## src/rtl/backward_registered_pkg.sv

```systemverilog
// Shared state encodings and handshake helpers for the backward-registered slice.
package backward_registered_pkg;

  typedef enum logic [2:0] {
    ST_PASS  = 3'd0,
    ST_SKID  = 3'd1,
    ST_EMPTY = 3'd2,
    ST_ONE   = 3'd3,
    ST_TWO   = 3'd4
  } state_e;

  function automatic logic hs_fire(input logic vld, input logic rdy);
    return vld & rdy;
  endfunction

  // The skid register is occupied exactly in these states; upstream must be held off.
  function automatic logic is_skid_state(input state_e st);
    return (st == ST_SKID) || (st == ST_TWO);
  endfunction

endpackage

```

## src/rtl/backward_registered_if.sv

```systemverilog
// Valid/ready bus around the slice: upstream side, downstream side and skid status.
interface backward_registered_if #(
  parameter int WIDTH = 8
);
  logic             src_vaild;
  logic [WIDTH-1:0] src_data_in;
  logic             src_ready;
  logic             dst_ready;
  logic             dst_vaild;
  logic [WIDTH-1:0] dst_data_out;
  logic             skid_full;

  modport master (
    output src_vaild, src_data_in, dst_ready,
    input  src_ready, dst_vaild, dst_data_out, skid_full
  );

  modport slave (
    input  src_vaild, src_data_in, dst_ready,
    output src_ready, dst_vaild, dst_data_out, skid_full
  );
endinterface

```

## src/rtl/backward_registered.sv

```systemverilog
// Valid/ready slice with flop-driven src_ready and a one-entry skid; REG_FWD=1 also registers valid/data.
// Latency 0 (REG_FWD=0) or 1 (REG_FWD=1); a downstream stall is absorbed by the skid, then src_ready drops.
module backward_registered
  import backward_registered_pkg::*;
#(
  parameter int WIDTH   = 8,
  parameter bit REG_FWD = 1'b0
) (
  input  logic                 clk,
  input  logic                 s_rst_n,
  backward_registered_if.slave bus
);

  localparam state_e ST_RST = state_e'(REG_FWD ? ST_EMPTY : ST_PASS);

  state_e           state_q, state_d;
  logic             src_ready_q, src_ready_d;
  logic             skid_full_q, skid_full_d;
  logic [WIDTH-1:0] skid_q, skid_d;
  logic             dst_vld;
  logic [WIDTH-1:0] dst_dat;
  logic             accept;

  // src_ready_q is the only ready seen upstream, so a beat counts as accepted only against it.
  assign accept      = hs_fire(bus.src_vaild, src_ready_q);
  assign skid_full_d = is_skid_state(state_d);
  assign src_ready_d = !skid_full_d;

  always_ff @(posedge clk or negedge s_rst_n) begin
    if (!s_rst_n) begin
      state_q     <= ST_RST;
      src_ready_q <= 1'b0;
      skid_full_q <= 1'b0;
      skid_q      <= '0;
    end else begin
      state_q     <= state_d;
      src_ready_q <= src_ready_d;
      skid_full_q <= skid_full_d;
      skid_q      <= skid_d;
    end
  end

  if (!REG_FWD) begin : gen_fwd_comb
    always_comb begin
      state_d = state_q;
      skid_d  = skid_q;
      dst_vld = 1'b0;
      dst_dat = '0;
      case (state_q)
        ST_PASS: begin
          // Gating with src_ready_q keeps the cycle after reset release quiet.
          dst_vld = bus.src_vaild & src_ready_q;
          dst_dat = src_ready_q ? bus.src_data_in : '0;
          if (accept && !bus.dst_ready) begin
            skid_d  = bus.src_data_in;
            state_d = ST_SKID;
          end
        end
        ST_SKID: begin
          dst_vld = 1'b1;
          dst_dat = skid_q;
          if (bus.dst_ready) begin
            state_d = ST_PASS;
          end
        end
        default: state_d = ST_PASS;
      endcase
    end
  end else begin : gen_fwd_reg
    logic [WIDTH-1:0] out_q, out_d;
    logic             consume;

    always_ff @(posedge clk or negedge s_rst_n) begin
      if (!s_rst_n) begin
        out_q <= '0;
      end else begin
        out_q <= out_d;
      end
    end

    always_comb begin
      state_d = state_q;
      skid_d  = skid_q;
      out_d   = out_q;
      dst_vld = 1'b0;
      consume = 1'b0;
      case (state_q)
        ST_EMPTY: begin
          if (accept) begin
            out_d   = bus.src_data_in;
            state_d = ST_ONE;
          end
        end
        ST_ONE: begin
          dst_vld = 1'b1;
          consume = bus.dst_ready;
          if (accept && consume) begin
            out_d = bus.src_data_in;
          end else if (consume) begin
            state_d = ST_EMPTY;
          end else if (accept) begin
            skid_d  = bus.src_data_in;
            state_d = ST_TWO;
          end
        end
        ST_TWO: begin
          dst_vld = 1'b1;
          consume = bus.dst_ready;
          if (consume) begin
            out_d   = skid_q;
            state_d = ST_ONE;
          end
        end
        default: state_d = ST_EMPTY;
      endcase
    end

    assign dst_dat = out_q;
  end

  assign bus.src_ready    = src_ready_q;
  assign bus.skid_full    = skid_full_q;
  assign bus.dst_vaild    = dst_vld;
  assign bus.dst_data_out = dst_dat;

endmodule

```

## src/flat_wrapper.sv

```systemverilog
// flat-port wrapper written by rule: the top's interface ports become plain ports
module backward_registered_flat import backward_registered_pkg::*;
#(
  parameter int WIDTH   = 8,
  parameter bit REG_FWD = 1'b0
)
  (clk, s_rst_n, bus_src_vaild, bus_src_data_in, bus_dst_ready, bus_src_ready, bus_dst_vaild, bus_dst_data_out, bus_skid_full);
  backward_registered_if #(.WIDTH(WIDTH)) bus_i ();
  input  logic clk;
  input  logic s_rst_n;
  input wire logic [$bits(bus_i.src_vaild)-1:0] bus_src_vaild;
  input wire logic [$bits(bus_i.src_data_in)-1:0] bus_src_data_in;
  input wire logic [$bits(bus_i.dst_ready)-1:0] bus_dst_ready;
  output wire logic [$bits(bus_i.src_ready)-1:0] bus_src_ready;
  output wire logic [$bits(bus_i.dst_vaild)-1:0] bus_dst_vaild;
  output wire logic [$bits(bus_i.dst_data_out)-1:0] bus_dst_data_out;
  output wire logic [$bits(bus_i.skid_full)-1:0] bus_skid_full;
  assign bus_i.src_vaild = bus_src_vaild;
  assign bus_i.src_data_in = bus_src_data_in;
  assign bus_i.dst_ready = bus_dst_ready;
  assign bus_src_ready = bus_i.src_ready;
  assign bus_dst_vaild = bus_i.dst_vaild;
  assign bus_dst_data_out = bus_i.dst_data_out;
  assign bus_skid_full = bus_i.skid_full;
  backward_registered #(.WIDTH(WIDTH), .REG_FWD(REG_FWD)) u_core (.clk(clk), .s_rst_n(s_rst_n), .bus(bus_i));
endmodule
```

## config.mk

```make
export PLATFORM = sky130hd
export DESIGN_NAME = backward_registered_flat
export DESIGN_NICKNAME = d
export VERILOG_FILES = /design/src/rtl/backward_registered_pkg.sv /design/src/rtl/backward_registered_if.sv /design/src/rtl/backward_registered.sv /design/src/flat_wrapper.sv
export SDC_FILE = /design/constraint.sdc
export NUM_CORES = 1
export LEC_CHECK = 0
export ABC_AREA = 1
export CAP_MARGIN = 40
export CORE_MARGIN = 5
export CORE_UTILIZATION = 25
export DETAILED_ROUTE_END_ITERATION = 12
export GPL_ROUTABILITY_DRIVEN = 0
export SYNTH_ARGS = -nofsm -noshare
export SYNTH_HDL_FRONTEND = slang
export SYNTH_SLANG_ARGS = --single-unit
```

## constraint.sdc

```tcl
create_clock -name clk -period 2.3 [get_ports clk]
set_clock_uncertainty 0.15 [all_clocks]
set_input_delay 0.46 -clock clk [delete_from_list [all_inputs] [get_ports clk]]
set_output_delay 0.46 -clock clk [all_outputs]
set_load 0.02 [all_outputs]
```

==> results.cfg, run 1 <==
[clock_tree]
worst_skew_pair.late_latency_ps = 280
tritoncts_buffers = 3
tritoncts = built
cts.htree.levels = 1
cts_root_buffer = sky130_fd_sc_hd__clkbuf_4
clk_pin_slew_ps = 80
post-cts-setup-buffers = 0
clock_sinks = 13
holdBufCountCts = 0
longest_clk_path_bufs = 2

[sta]
report.final.slew_viol_count = 0
timing.final.ws_setup_ps = 122
worst_slew_pin_slew_ps = 586
max_freq_ghz = 0.459
fin_crit_sh_pct = 94.7
report.final.setup_viol = 0
finalCriticalPeriod_ps = 2180
timing.slew.headroom_pct = 60.8
fin_tns_setup_ps = 0
grt_setup_unrepaired = false
hold_violations = 0

[power_and_ir_drop]
p_int_mw = 0.378
clock_power_share_pct = 27.1
irDropWorstVdd_mv = 0.252
switching_share_pct = 28.9
leakagePower_nw = 0.521
power_frac_comb_pct = 20.4
power_frac_seq_pct = 52.4
power_density_nw_per_um2 = 547
netSwitchingPower_mw = 0.153

[job]
maxCapViolations = 0

[synthesis]
synthFlopType = sky130_fd_sc_hd__dfrtp_1
ys_seq_elements = 13
mappedNetlistArea_um2 = 668
per_instance_average_area_after_synthesis_um2 = 8.35
synth_compound_area_share_pct = 7.30
synth-adder-area-share_pct = 0
synth-simple-area-share_pct = 38.4
synth.lib_cells_used.distinct = 15
synth_xor_xnor_area_share_pct = 0
async_s_r_ff_share_synth_pct = 100
yosys_warnings = 0
synth_sequential_area_ratio_pct = 48.7
largest_family_of_logic_cells_by_synthesized_area = simple AND/OR/NAND/NOR gates
synth.mux.area_fraction_pct = 0
synth_enable_flop_cells = 0
post_syn_instances = 80

[floorplanning]
area_of_the_die_um2 = 3810
io_pins = 23
die-width_um = 61.7
floorplan_core_area_um2 = 2520
die_h_um = 61.7
initial_core_utilization_pct = 26.5
fp-row-count = 18

[global_route]
grtUsageTotal_pct = 10.2
grt_antenna_before_repair = 0
overall_overflow_remaining_after_global_route = 0
largest_net_degree_at_the_start_of_global_routing = 14
grt_first_pass_wirelength_um = 2790
first_global_vias = 656

[finish]
layoutNonFillerInstCount = 141
area_delta_synth_final_pct = 45.3
drive_above_1_share_pct = 18.9
multiInputGateArea_um2 = 313
final-seq-area_um2 = 325
post-route-util_pct = 38.5
n_antenna_cell = 0
fillerInstances = 274
nets = 124

[detailed_routing]
dr_total_vias = 592
route.detailed.wl_per_inst_um = 11.6
firstDrtPassIters = 4
detail_route.drc_violations = 0
postRouteAntennaNets = 0
detail_routed_via_count_per_cell = 4.20
detail_route.iter0.violations = 29
postRouteWirelength_um = 1630

[worst_setup_path]
start_kind = register
origin_of_the_worst_setup_path = u_core.state_q[1]
critical_path.endpoint_type = output pin
required_ps = 1690
critical_path.reg2reg.endpoint = u_core.skid_q[0]
ff2ff_setup_slack_ps = 1010
path_max_fanout = 8
r2r_start = u_core.bus.src_ready
critical_path.endpoint = bus_dst_data_out[3]
crit_type = reg2out
arrival_time_of_data_at_the_critical_path_endpoint_ps = 1570
r2r.worst_path.cells = 7

[place]
hpwlAfterDp_um = 1230
port_buffers = 22
dp.cells = 137
post-place-ws_ps = -126

[worst_hold_path]
min_path_cells = 2
hold_class = reg2reg

[run_status]
outcome = completed
[power groups by stage]
stage          registers (mW)  logic [mW]  clock network (mW)
2_1_floorplan           0.279      0.0596                   0
5_1_grt                 0.282       0.122               0.161
3_3_place_gp            0.280       0.113                   0
4_1_cts                 0.278       0.111               0.150
6_report                0.278       0.108               0.144
3_5_place_dp            0.282       0.116                   0
[placed cells by master, fill, tap and decap left out, drive strengths merged]
| cell type | instances |
|---|---|
| clkdlybuf4s50 | 13 |
| nand3 | 2 |
| o21ai | 8 |
| conb | 2 |
| dfrtp | 13 |
| inv | 6 |
| buf | 5 |
| dlygate4sd2 | 9 |
| a21oi | 1 |
| nor2 | 4 |
| nand2 | 44 |
| clkbuf | 4 |
[registers in the layout (all words and copies together), names as in the netlist]
| register | count |
|---|---|
| u_core.state_q | 3 |
| u_core.bus.src_ready | 1 |
| u_core.bus.skid_full | 1 |
| u_core.skid_q | 8 |
[area by class of cell]
type	count	share of cell area [%]
timing repair buffer	27	25.4
tap	30	3.87
clock buffer	4	2.71
inverter	6	2.32
sequential	13	33.5
multi-input combinational	61	32.2
[critical path, stage by stage, from the launching register on]
cell and delay [ps]:
sky130_fd_sc_hd__dfrtp_1 380, sky130_fd_sc_hd__inv_2 80, sky130_fd_sc_hd__nand2_2 100, sky130_fd_sc_hd__nor2_4 210, sky130_fd_sc_hd__nand2_1 80, sky130_fd_sc_hd__o21ai_0 90, sky130_fd_sc_hd__dlygate4sd2_1 360
[worst min-delay path by stage]
| stage | start | to |
|---|---|---|
| 6_report | u_core.skid_q[3] | u_core.skid_q[3] |
| 5_1_grt | u_core.skid_q[7] | u_core.skid_q[7] |
| 4_1_cts | u_core.skid_q[5] | u_core.skid_q[5] |
| 3_5_place_dp | u_core.skid_q[5] | u_core.skid_q[5] |
| 3_3_place_gp | u_core.skid_q[5] | u_core.skid_q[5] |
| 2_1_floorplan | s_rst_n | u_core.bus.skid_full |
[synth_stat cells (2+ instances only)]
master | count | area [µm²]
sky130_fd_sc_hd__dfrtp_1 | 13 | 325
sky130_fd_sc_hd__inv_1 | 3 | 11.3
sky130_fd_sc_hd__inv_2 | 3 | 11.3
sky130_fd_sc_hd__nand2_1 | 40 | 150
sky130_fd_sc_hd__nand2_2 | 3 | 18.8
sky130_fd_sc_hd__nand3_4 | 2 | 35.0
sky130_fd_sc_hd__o21ai_0 | 8 | 40.0
[logic make-up (layout without fill, tap and decap cells)]
family,after synthesis,count (layout)
buffers and inverters,7,37
other,1,2
flip-flops,13,13
AND/OR/NAND/NOR,50,50
AO/OA/AOI/OAI,9,9
[metrics by stage]
step | hold slack, ps | instance area (µm²) | total power, mW
4_1_cts | 330 | 971 | 0.540
3_5_place_dp | 310 | 956 | 0.398
5_1_grt | 358 | 971 | 0.565
2_1_floorplan | 14.4 | 672 | 0.339
6_report | 329 | 971 | 0.531
3_3_place_gp | 304 | 956 | 0.393
[per-layer routing]
metal	share of wire [%]	track usage, %	routed length (µm)
met1	46	13.3	757
met2	45	15.7	741
met3	6.3	2.89	102
met4	1.8	4.55	30
met5	0	0	0
[timing repair]
item / in CTS / in global routing
gates resized for setup: 9 / 0
endpoints found under the hold margin: 0 / 0
setup endpoints to repair: 9 / 0
(Power assumes the default switching activity.)
==> run 2, diff against run 1 <==
- CTS_BUF_LIST: default -> sky130_fd_sc_hd__clkbuf_2
- CTS_CLUSTER_SIZE: default -> 20
==> results.cfg, run 2 (synthesis gave the netlist of run 1 again) <==
[global_route]
overall_overflow_remaining_after_global_route = 0
grtUsageTotal_pct = 10.4
first_global_vias = 652
grt_first_pass_wirelength_um = 2840
grt_antenna_before_repair = 0
largest_net_degree_at_the_start_of_global_routing = 14

[sta]
report.final.setup_viol = 0
max_freq_ghz = 0.458
finalCriticalPeriod_ps = 2180
hold-worst-slack_ps = 340
fin_crit_sh_pct = 94.9
report.final.slew_viol_count = 0
timing.slew.headroom_pct = 60.7
grt_setup_unrepaired = false
hold_violations = 0
worst_slew_pin_slew_ps = 588

[worst_setup_path]
start_kind = register
critical_path.reg2reg.endpoint = u_core.skid_q[0]
critical-path-max-stage-delay_ps = 390
critical_path.endpoint_type = output pin
crit_type = reg2out
r2r_start = u_core.bus.src_ready
worst_path_max_delay_cell = sky130_fd_sc_hd__dfrtp_1
path_max_fanout = 8
critPathTopFamily = buffers and inverters
arrival_time_of_data_at_the_critical_path_endpoint_ps = 1570
cp_cell_sequence = inv_2, nand2_2, nor2_4, nand2_1, o21ai_0, dlygate4sd2_1
required_ps = 1690
r2r.worst_path.cells = 7
ff2ff_setup_slack_ps = 1000
worstPathBufferInverterCount = 2

[finish]
drive_above_1_share_pct = 20.7
largest_registers = u_core.skid_q: 8 flops, u_core.state_q: 3 flops
layout.cells.most_common = sky130_fd_sc_hd__nand2_1
area_delta_synth_final_pct = 44.0
final_cell_mix = 40 x sky130_fd_sc_hd__nand2_1, 13 x sky130_fd_sc_hd__clkdlybuf4s50_1, 13 x sky130_fd_sc_hd__dfrtp_1, 8 x sky130_fd_sc_hd__o21ai_0, 7 x sky130_fd_sc_hd__dlygate4sd2_1
n_antenna_cell = 0
max_flop_register = u_core.skid_q
fillerInstances = 277
largest_reg_flops = 8
nets = 124

[worst_hold_path]
hold_path.startpoint = u_core.skid_q[5]
hold_class = reg2reg
min_to = u_core.skid_q[5]
min_path_cells = 2

[clock_tree]
longest_clk_path_bufs = 2
clock_sinks = 13
tritoncts = built
cts.htree.levels = 1
cts_root_buffer = sky130_fd_sc_hd__clkbuf_2
tritoncts_buffers = 3
worst_skew_pair.late_latency_ps = 280
clk_pin_slew_ps = 130
post-cts-setup-buffers = 0

[floorplanning]
io_pins = 23
floorplan_core_area_um2 = 2520
fp-row-count = 18
area_of_the_die_um2 = 3810
die-width_um = 61.7
die_h_um = 61.7
initial_core_utilization_pct = 26.5

[power_and_ir_drop]
power_density_nw_per_um2 = 531
post-layout-total-power_mw = 0.511
leakagePower_nw = 0.516
irDropWorstVdd_mv = 0.257

[detailed_routing]
firstDrtPassIters = 4
route.detailed.wl_per_inst_um = 11.8
detail_route.iter0.violations = 24
postRouteAntennaNets = 0
detail_routed_via_count_per_cell = 4.23
dr_total_vias = 597
detail_route.drc_violations = 0
postRouteWirelength_um = 1670

[place]
port_buffers = 22
hpwlAfterDp_um = 1230

[run_status]
outcome = completed

[job]
maxCapViolations = 0
==> run 2: cell types whose count changed in the layout (fill, tap and decap cells not counted) <==
| cell | change |
|---|---|
| sky130_fd_sc_hd__clkdlybuf4s15_1 | +1 |
| sky130_fd_sc_hd__clkbuf_2 | +5 |
| sky130_fd_sc_hd__clkbuf_1 | -1 |
| sky130_fd_sc_hd__clkbuf_4 | -3 |
| sky130_fd_sc_hd__dlygate4sd2_1 | -2 |
==> run 2: worst max-delay path by stage <==
stage	startpoint	cells past startpoint	endpoint	slack, ps
after floorplan	u_core.bus.src_ready	3	bus_dst_data_out[3]	540
after global placement	bus_src_data_in[7]	4	bus_dst_data_out[7]	-120
after detailed placement	bus_src_vaild	4	bus_dst_vaild	-130
after CTS	u_core.state_q[0]	4	bus_dst_data_out[0]	40
after global routing	u_core.state_q[1]	6	bus_dst_data_out[1]	0.4
final	u_core.state_q[1]	6	bus_dst_data_out[3]	120
==> run 2: final cells by class <==
| type | instances | area, µm² | share of cell area [%] |
|---|---|---|---|
| flip-flops and latches | 13 | 325 | 33.8 |
| multi-input cells | 61 | 313 | 32.5 |
| repair buffers | 27 | 244 | 25.4 |
| well taps | 30 | 37.5 | 3.90 |
| inverters | 6 | 22.5 | 2.34 |
| clock buffers | 4 | 20.0 | 2.08 |
==> run 2: repair_timing <==
action                                 in CTS  in global routing
hold buffers                                0                  0
endpoints found under the hold margin       0                  0
gates resized for setup                     9                  4
setup endpoints to repair                   9                  2
==> run 2: through the flow <==
stage | std cells | utilization [%] | worst slack, ps | setup TNS [ps] | instance area [µm²]
2_1_floorplan | 81 | - | 540 | 0 | 672
3_3_place_gp | 137 | 37.9 | -124 | -670 | 956
3_5_place_dp | 137 | 37.9 | -126 | -765 | 956
4_1_cts | 141 | 38.2 | 37.1 | 0 | 965
5_1_grt | 141 | 38.1 | 0.352 | 0 | 962
6_report | 141 | 38.1 | 117 | 0 | 962
==> run 2: per-layer routing <==
layer,global-route usage (%),vias to the layer above,routed length (µm)
met1,13.7,261,733
met2,16.1,27,781
met5,0,-,0
met3,2.89,4,126
li1,-,305,-
met4,4.55,0,26
==> run 2: power by group <==
group          switching [mW]  internal, mW  leakage [nW]  total [mW]
sequential             0.0175         0.261         0.161       0.278
clock                  0.0773        0.0461        0.0166       0.123
combinational          0.0595        0.0494         0.339       0.109
==> run 2: tightest hold or removal path, stage by stage (launching register included) <==
cell and delay (ps):
sky130_fd_sc_hd__dfrtp_1 370, sky130_fd_sc_hd__nand2_1 50, sky130_fd_sc_hd__nand2_1 50
